==> src/rtl/ring_pkg.sv <==
// Shared ring-router definitions: flit layout, field positions, VC buffer state.
package ring_pkg;

  localparam int unsigned DATA_WIDTH  = 64;
  localparam int unsigned VC_BIT      = 63;
  localparam int unsigned DIR_BIT     = 62;
  localparam int unsigned HOP_MSB     = 55;
  localparam int unsigned HOP_LSB     = 48;
  localparam int unsigned HOP_WIDTH   = HOP_MSB - HOP_LSB + 1;
  localparam logic [HOP_WIDTH-1:0] HOP_ARRIVED = 8'h00;

  // Flit view of a DATA_WIDTH word; payload fields are never interpreted here.
  typedef struct packed {
    logic                 vc;
    logic                 dir;
    logic [5:0]           pay_hi;
    logic [HOP_WIDTH-1:0] hop;
    logic [47:0]          pay_lo;
  } flit_t;

  typedef enum logic {
    VC_EMPTY = 1'b0,
    VC_FULL  = 1'b1
  } vc_state_e;

  // A flit whose hop count has run out is delivered to the local PE.
  function automatic logic is_eject(input flit_t f);
    return f.hop == HOP_ARRIVED;
  endfunction

endpackage

==> src/rtl/cw_input_vc.sv <==
// Single virtual-channel receive buffer: one-entry store, EMPTY/FULL FSM,
// route decode (forward vs eject) and overflow detection.
// Ports:
//   clk, rst           clock, synchronous active-high reset
//   wr_en, wr_data     steered write strobe and flit for this VC
//   gnt_fwd, gnt_ej    release grants from the forward / eject consumers
//   req_fwd, req_ej    registered route requests (at most one high)
//   data_out           buffered flit
//   full_c             buffer occupied (decoded from state register)
//   overflow_c         pulse: write to a full buffer was dropped this cycle
module cw_input_vc
  import ring_pkg::*;
(
  input  logic                  clk,
  input  logic                  rst,
  input  logic                  wr_en,
  input  logic [DATA_WIDTH-1:0] wr_data,
  input  logic                  gnt_fwd,
  input  logic                  gnt_ej,
  output logic                  req_fwd,
  output logic                  req_ej,
  output logic [DATA_WIDTH-1:0] data_out,
  output logic                  full_c,
  output logic                  overflow_c
);

  vc_state_e             state_q, state_d;
  logic [DATA_WIDTH-1:0] data_q, data_d;
  logic                  req_fwd_q, req_fwd_d;
  logic                  req_ej_q, req_ej_d;
  logic                  gnt_hit;

  // State, buffer and request registers.
  always_ff @(posedge clk) begin
    if (rst) begin
      state_q   <= VC_EMPTY;
      data_q    <= '0;
      req_fwd_q <= 1'b0;
      req_ej_q  <= 1'b0;
    end else begin
      state_q   <= state_d;
      data_q    <= data_d;
      req_fwd_q <= req_fwd_d;
      req_ej_q  <= req_ej_d;
    end
  end

  // Only a grant that matches the live request releases the buffer; requests
  // are low while EMPTY, so grants to an empty buffer fall out here too.
  assign gnt_hit = (gnt_fwd & req_fwd_q) | (gnt_ej & req_ej_q);

  // Next state and buffer contents.
  always_comb begin
    state_d    = state_q;
    data_d     = data_q;
    overflow_c = 1'b0;
    case (state_q)
      VC_EMPTY: begin
        if (wr_en) begin
          state_d = VC_FULL;
          data_d  = wr_data;
        end
      end
      VC_FULL: begin
        if (wr_en && gnt_hit) begin
          data_d = wr_data;
        end else if (gnt_hit) begin
          state_d = VC_EMPTY;
        end else if (wr_en) begin
          overflow_c = 1'b1;
        end
      end
      default: state_d = VC_EMPTY;
    endcase
  end

  // Requests registered from the next buffer contents, so they line up with data_out.
  always_comb begin
    req_fwd_d = 1'b0;
    req_ej_d  = 1'b0;
    if (state_d == VC_FULL) begin
      req_ej_d  = is_eject(flit_t'(data_d));
      req_fwd_d = ~is_eject(flit_t'(data_d));
    end
  end

  assign full_c   = (state_q == VC_FULL);
  assign req_fwd  = req_fwd_q;
  assign req_ej   = req_ej_q;
  assign data_out = data_q;

endmodule

==> src/rtl/cw_input.sv <==
// Clockwise-ring receive port: steers incoming flits to the even/odd VC
// buffers, drives ready back upstream and keeps a sticky overflow flag.
// Ports:
//   clk, rst                 clock, synchronous active-high reset
//   polarity                 link phase (0 even VC, 1 odd VC)
//   cwsi, cwdi, cwri         upstream strobe, flit, ready
//   req_{fwd,ej}_{even,odd}  route requests per VC
//   gnt_{fwd,ej}_{even,odd}  release grants per VC
//   data_out_{even,odd}      buffered flits
//   err_overflow             sticky dropped-write flag
module cw_input
  import ring_pkg::*;
(
  input  logic                  clk,
  input  logic                  rst,
  input  logic                  polarity,
  input  logic                  cwsi,
  input  logic [DATA_WIDTH-1:0] cwdi,
  output logic                  cwri,
  output logic                  req_fwd_even,
  output logic                  req_fwd_odd,
  output logic                  req_ej_even,
  output logic                  req_ej_odd,
  input  logic                  gnt_fwd_even,
  input  logic                  gnt_fwd_odd,
  input  logic                  gnt_ej_even,
  input  logic                  gnt_ej_odd,
  output logic [DATA_WIDTH-1:0] data_out_even,
  output logic [DATA_WIDTH-1:0] data_out_odd,
  output logic                  err_overflow
);

  logic wr_even, wr_odd;
  logic full_even, full_odd;
  logic ovf_even, ovf_odd;
  logic err_overflow_q, err_overflow_d;

  // VC bit of the flit selects the destination buffer.
  assign wr_even = cwsi & ~cwdi[VC_BIT];
  assign wr_odd  = cwsi &  cwdi[VC_BIT];

  cw_input_vc u_vc_even (
    .clk        (clk),
    .rst        (rst),
    .wr_en      (wr_even),
    .wr_data    (cwdi),
    .gnt_fwd    (gnt_fwd_even),
    .gnt_ej     (gnt_ej_even),
    .req_fwd    (req_fwd_even),
    .req_ej     (req_ej_even),
    .data_out   (data_out_even),
    .full_c     (full_even),
    .overflow_c (ovf_even)
  );

  cw_input_vc u_vc_odd (
    .clk        (clk),
    .rst        (rst),
    .wr_en      (wr_odd),
    .wr_data    (cwdi),
    .gnt_fwd    (gnt_fwd_odd),
    .gnt_ej     (gnt_ej_odd),
    .req_fwd    (req_fwd_odd),
    .req_ej     (req_ej_odd),
    .data_out   (data_out_odd),
    .full_c     (full_odd),
    .overflow_c (ovf_odd)
  );

  // Ready reflects the VC owning the current link phase; state-only, no cwsi path.
  assign cwri = polarity ? ~full_odd : ~full_even;

  // Sticky overflow, cleared only by reset.
  assign err_overflow_d = err_overflow_q | ovf_even | ovf_odd;

  always_ff @(posedge clk) begin
    if (rst) begin
      err_overflow_q <= 1'b0;
    end else begin
      err_overflow_q <= err_overflow_d;
    end
  end

  assign err_overflow = err_overflow_q;

endmodule

==> config.mk <==
export PLATFORM = sky130hd
export DESIGN_NAME = cw_input
export DESIGN_NICKNAME = d
export VERILOG_FILES = /design/src/rtl/ring_pkg.sv /design/src/rtl/cw_input_vc.sv /design/src/rtl/cw_input.sv
export SDC_FILE = /design/constraint.sdc
export NUM_CORES = 1
export LEC_CHECK = 0
export CAP_MARGIN = 20
export CORE_MARGIN = 4
export CORE_UTILIZATION = 35
export DETAILED_ROUTE_END_ITERATION = 10
export PLACE_DENSITY = 0.66
export SYNTH_ARGS = -nofsm -noshare
export SYNTH_HDL_FRONTEND = slang
export SYNTH_SLANG_ARGS = --single-unit
==> constraint.sdc <==
create_clock -name clk -period 1.7 [get_ports clk]
set_clock_uncertainty 0.15 [all_clocks]
set_input_delay 0.34 -clock clk [delete_from_list [all_inputs] [get_ports clk]]
set_output_delay 0.34 -clock clk [all_outputs]
set_load 0.02 [all_outputs]
== Word level (Yosys, flattened, before mapping) ==
Index checks and enable logic that the tools add are counted.

* Flip-flop bits (word level): 135
* Bits in latches: 0
* Bits in writable memories: 0
* Bits in read-only memories: 0
* Input port bits: 72
* Output and inout bits: 134
* Logic and storage cells: 61
* Memories: 0

* Add/sub/neg operators: 0
* Multipliers: 0
* Div/mod/pow operators: 0
* Magnitude comparators: 0
* Eq/ne operators: 4
* Shift operators: 0
* Mux-type cells: 21
* Bitwise gates (word level): 17
* Reductions and logical operators: 8

{| class="wikitable"
|+ Operators by type and width
! kind !! count
|-
| 2-to-1 mux 64 bit || 4
|-
| case mux 64 bit (2 select lines) || 2
|-
| logical NOT 8 bit || 2
|-
| 2-to-1 mux 1 bit || 13
|-
| NOT 1 bit || 7
|-
| AND 1 bit || 6
|-
| != test 2 x 1 -> 1 bit (second input constant) || 2
|-
| != test 2 bit (second input constant) || 2
|-
| OR 1 bit || 4
|-
| case mux 1 bit (2 select lines) || 2
|-
| AND reduction 2 bit || 2
|-
| OR reduction 2 bit || 2
|-
| logical AND 1 bit || 2
|}

== Depth between registers and ports, before layout ==
* Word-level depth: 8
* Gate-level depth with buffers: 6
* Mapped depth without buffers: 4

== Hierarchy ==
From an unflattened synthesis, not the netlist that was laid out.

* Cells, all modules: 602
* Area, all modules: 4768.3 sq um

{| class="wikitable"
|+ Modules (own cells, without submodules)
! module !! instances !! cells each !! area an instance (sq um) !! seq. area each (sq um)
|-
| cw_input_vc || 2 || 298 || 2358.5 || 1341.3
|-
| cw_input || 1 || 6 || 51.3 || 20.0
|}

== Least setup slack after synthesis ==
Ideal clock, no wire load.

* Kind: flip-flop to flip-flop
* Start point: reg u_vc_odd.req_fwd_q (netlist: u_vc_odd.req_fwd)
* End point: reg u_vc_odd.data_q[10] (netlist: u_vc_odd.data_out[10])
* Setup time: 71 ps
* Arrival time: 1265 ps
* Required time: 1479 ps
* Setup slack: 214 ps
* Cell stages (with the launch flop): 6
* Buffers on the path: 1
* Clock period less this slack: 1486 ps
* Cell sequence: dfxtp_1 > nand2_1 > a31oi_4 > buf_6 > nand2_1 > a21oi_2

* Longest elaborated chain between the ends: 5

{| class="wikitable"
|+ RTL lines
! item !! line !! text
|-
| from (decl) || cw_input_vc.sv:29 || <nowiki>logic req_fwd_q, req_fwd_d;</nowiki>
|-
| from (signal assigned) || cw_input_vc.sv:43 || <nowiki>req_fwd_q <= req_fwd_d;</nowiki>
|-
| AND 1 bit || cw_input_vc.sv:50 || <nowiki>assign gnt_hit = (gnt_fwd & req_fwd_q) | (gnt_ej & req_ej_q);</nowiki>
|-
| OR 1 bit || cw_input_vc.sv:50 ||
|-
| logical AND 1 bit || cw_input_vc.sv:65 || <nowiki>if (wr_en && gnt_hit) begin</nowiki>
|-
| != test 2 bit (no line) || -- ||
|-
| AND reduction 2 bit (no line) || -- ||
|-
| to (signal assigned) || cw_input_vc.sv:42 || <nowiki>data_q <= data_d;</nowiki>
|-
| to (decl) || cw_input_vc.sv:28 || <nowiki>logic [DATA_WIDTH-1:0] data_q, data_d;</nowiki>
|}

Every way passes these cells.
A chain may end at the register's enable or synchronous reset.

== Worst setup path in the final report ==
* Start point: in polarity
* End point: out cwri

* Longest elaborated chain between the ends: 1

{| class="wikitable"
|+ RTL lines
! item !! line !! text
|-
| from (decl) || cw_input.sv:16 || <nowiki>input logic polarity,</nowiki>
|-
| 2-to-1 mux 1 bit || cw_input.sv:71 || <nowiki>assign cwri = polarity ? ~full_odd : ~full_even;</nowiki>
|-
| to (decl) || cw_input.sv:19 || <nowiki>output logic cwri,</nowiki>
|}

Every way passes these cells.

==> metrics.log <==
INFO  metric timing.critical_path.arrival = 1.17 ns
INFO  metric cts_htree_levels = 4
INFO  metric area_growth_syn_to_layout = 55.6%
INFO  metric synth.distinct_cells = 24
INFO  metric detailedRoute.firstIterationViolations = between 200 and 300
INFO  metric boundaryPins = 206
INFO  metric postCtsSetupRepairBufs = 0
INFO  metric placement_rows = 43
INFO  metric final_setup_viols = 0
INFO  metric setup_slack = 0.0425 ns
INFO  metric final_nets = 877
INFO  metric slew-limit-headroom = 0.760
INFO  metric gpl.final_weighted_congestion = 0.852
INFO  metric worst_path_cell_trace = clkdlybuf4s50_1, mux2i_1, buf_2
INFO  metric post_route_cells_drive_above_1_share = 0.108
INFO  metric critPathMaxFanout = 1
INFO  metric post_synth_top_area_cell = dfxtp_1
INFO  metric p_sw = 2.06 mW
INFO  metric numCtsBuffers = 17
INFO  metric coreArea = 0.0139 mm^2
INFO  metric power.ir.vdd_worst = 623 uV
INFO  metric detailedRoute.firstPassIterationCount = 6
INFO  metric initial_utilization = 0.357
INFO  metric synth_top_area_frac = 0.546
INFO  metric fin_crit_sh = 0.975
INFO  metric ys_ff_latch = between 100 and 150
INFO  metric ys.flop_type = dfxtp_1
INFO  metric synth_enable_flop_cells = 0
INFO  metric clock_power_share = 0.445
INFO  metric post_synth_inst_count = 597
INFO  metric post_synth_most_frequent_cells = nand2_1 (259), dfxtp_1 (135), a21oi_1 (106), a21oi_2 (23), buf_6 (14)
INFO  metric power.share.switching = 0.252
INFO  metric port_bufs = ~210
INFO  metric yosys.area_share.simple = 0.217
INFO  metric cts_max_path_buffers = 2
INFO  metric syn-num-nets = 669
INFO  metric grt_max_degree = 37
INFO  metric synth.top_cells.by_area = dfxtp_1 (55%), nand2_1 (20%), a21oi_1 (11%)
INFO  metric power.sequential.fraction = 0.416
INFO  metric grt_setup_unrepaired = false
INFO  metric cts_tree = yes
INFO  metric grt.total_usage = 0.181
INFO  metric crit_path_end_kind = output pin
INFO  metric tns_setup = 0 ns
INFO  metric async_reset_ff_frac = 0
INFO  metric clock_sinks = 135
INFO  metric synth.mux.area_fraction = 0.00606
INFO  metric cell_internal_power = 6.13 mW
INFO  metric detailedPlacementHpwl = 10600 um
INFO  metric highest_clock_rate = around 600 MHz
INFO  metric synth.most_common_cell = nand2_1
INFO  metric netlist_area = just under 0.005 mm^2
INFO  metric num_vias = 4763
INFO  metric synth_top_family_by_area = simple AND/OR/NAND/NOR gates
INFO  metric ff2ff_path_depth = 5
INFO  metric vias_in_the_first_global_route = 4808
INFO  metric cts-root-buf = clkbuf_16
INFO  metric worst_path_largest_cell_delay = 0.48 ns
INFO  metric hold_violations = 0
INFO  metric ys.warnings.count = 0
INFO  metric post_cts_hold_buffer_count = 0
INFO  metric cellLeakagePower = 3.38 nW
INFO  metric layout.filler_cells = 1298
INFO  metric worst_setup_sp_type = primary input
INFO  metric max_cap_viol_count = 0
INFO  metric cts.clk_slew.worst_paths = 0.06 ns
INFO  metric floorplan.die_area = 0.0161 mm^2
INFO  metric critPathSlowestCell = clkdlybuf4s50_1
INFO  metric hold_path.class = in2reg
INFO  metric post_drt_via_cell_ratio = ~4.8
INFO  metric wire_length_of_the_first_global_routing_pass = 23700 um
INFO  metric antenna_found_initial = 0
INFO  metric worst_slew_pin_tran = approximately 0.36 ns
INFO  metric status = complete, no violations
INFO  metric crit_required = 1.21 ns
INFO  metric worst-setup-path-type = in2out
INFO  metric combPwrFrac = 0.139
INFO  metric n_antenna_cell = 0
INFO  metric dp_worst_setup_slack = -0.402 ns
INFO  metric finalWorstPathRequiredPeriod = between 1.5 and 2 ns
INFO  metric final-max-slew-violation-count = 0
INFO  metric synthAdderAreaFrac = 0
INFO  metric synth.yosys.seq_area_share = 0.546
INFO  metric cell_count_of_the_worst_hold_path = 2
INFO  metric dieWidth = between 100 and 150 um
INFO  metric drc = 0
INFO  metric route.antenna.remaining_nets = 0
INFO  metric die_h = roughly 130 um
INFO  metric syn_avg_cell_area = 8.30 um^2
INFO  metric synth_compound_area_frac = 0.168
INFO  metric route.detailed.wl_per_inst = 14.8 um
INFO  metric power.density = 1060 mW/mm^2
INFO  metric clock_latency = 0.40 ns
INFO  metric finalHoldWorstSlack = 0.167 ns
INFO  metric sum_of_routed_wire_length_over_all_layers = 14700 um
INFO  metric global_route.overflow_total = 0
INFO  metric yosys.area_share.xor_xnor = 0
[kinds of logic (layout without fill, tap and decap cells)]
kind of cell,after synthesis,after routing
compound gates,138,138
buf+inv,45,266
flops,135,135
mux,3,3
simple gates,276,276
[path summary, 6_finish.rpt]
kind               startpoint  slack, ns               endpoint
max                  polarity       0.04                   cwri
min                       rst       0.17   u_vc_odd.data_out[9]
max reg2reg  u_vc_odd.req_fwd       0.18  u_vc_odd.data_out[16]
min reg2reg      err_overflow       0.30           err_overflow
[registers in the layout (all words and copies together), names as in the netlist]
| name | cells |
|---|---|
| u_vc_odd.req_fwd | 1 |
| u_vc_even.req_ej | 1 |
| u_vc_odd.full_c | 1 |
| u_vc_odd.data_out | 64 |
| u_vc_even.req_fwd | 1 |
| u_vc_even.full_c | 1 |
| err_overflow | 1 |
| u_vc_odd.req_ej | 1 |
| u_vc_even.data_out | 64 |
[stage by stage]
step | utilization | power, mW | cell area (um^2) | cells
finish | 0.555 | 8.19 | 7710 | 998
global route | 0.555 | 8.52 | 7710 | 998
CTS | 0.555 | 8.26 | 7710 | 998
detailed placement | 0.524 | 4.73 | 7270 | 966
global placement | 0.524 | 4.71 | 7270 | 966
floorplan | - | 4.07 | 4950 | 597
[cell usage in the layout (no fill, tap or decap), drive strengths merged, types with 3 or more instances in the layout]
| master | instances |
|---|---|
| dfxtp | 135 |
| mux2i | 3 |
| dlygate4sd2 | 131 |
| a21oi | 129 |
| clkinv | 5 |
| clkbuf | 21 |
| clkinvlp | 4 |
| nor4 | 6 |
| inv | 4 |
| clkdlybuf4s50 | 70 |
| nand2 | 260 |
| buf | 27 |
[metal layers]
layer  vias up  track usage  share of wire
li1       2360            -              -
met1      2208        0.219           0.42
met2       170        0.301           0.49
met3        25       0.0493          0.063
met4         0       0.0826          0.024
met5         -            0              0
[worst max-delay path: cells and delay by family]
family,cells,cell delay (ns)
buffers and inverters,2,0.66
multiplexers,1,0.17
[area by class of cell]
type                    instances  area, um^2  area share
clock inverters                11         123      0.0159
repair buffers                230        2210       0.286
multi-input cells             417        1960       0.254
clock buffers                  21         480      0.0623
inverters                       4        15.0     0.00195
well taps                     180         225      0.0292
flip-flops and latches        135        2700       0.351
[power groups by stage]
stage	registers (mW)	logic [mW]	clock network, mW
finish	3.41	1.14	3.65
global route	3.42	1.23	3.86
CTS	3.41	1.15	3.71
detailed placement	3.48	1.25	0
global placement	3.47	1.23	0
floorplan	3.66	0.415	0
[repair_timing]
item,4_1_cts,5_1_grt
pin swaps,0,0
gates resized for setup,137,2
endpoints found under the setup margin,134,2
No activity file was read; power rests on OpenSTA's default activity.
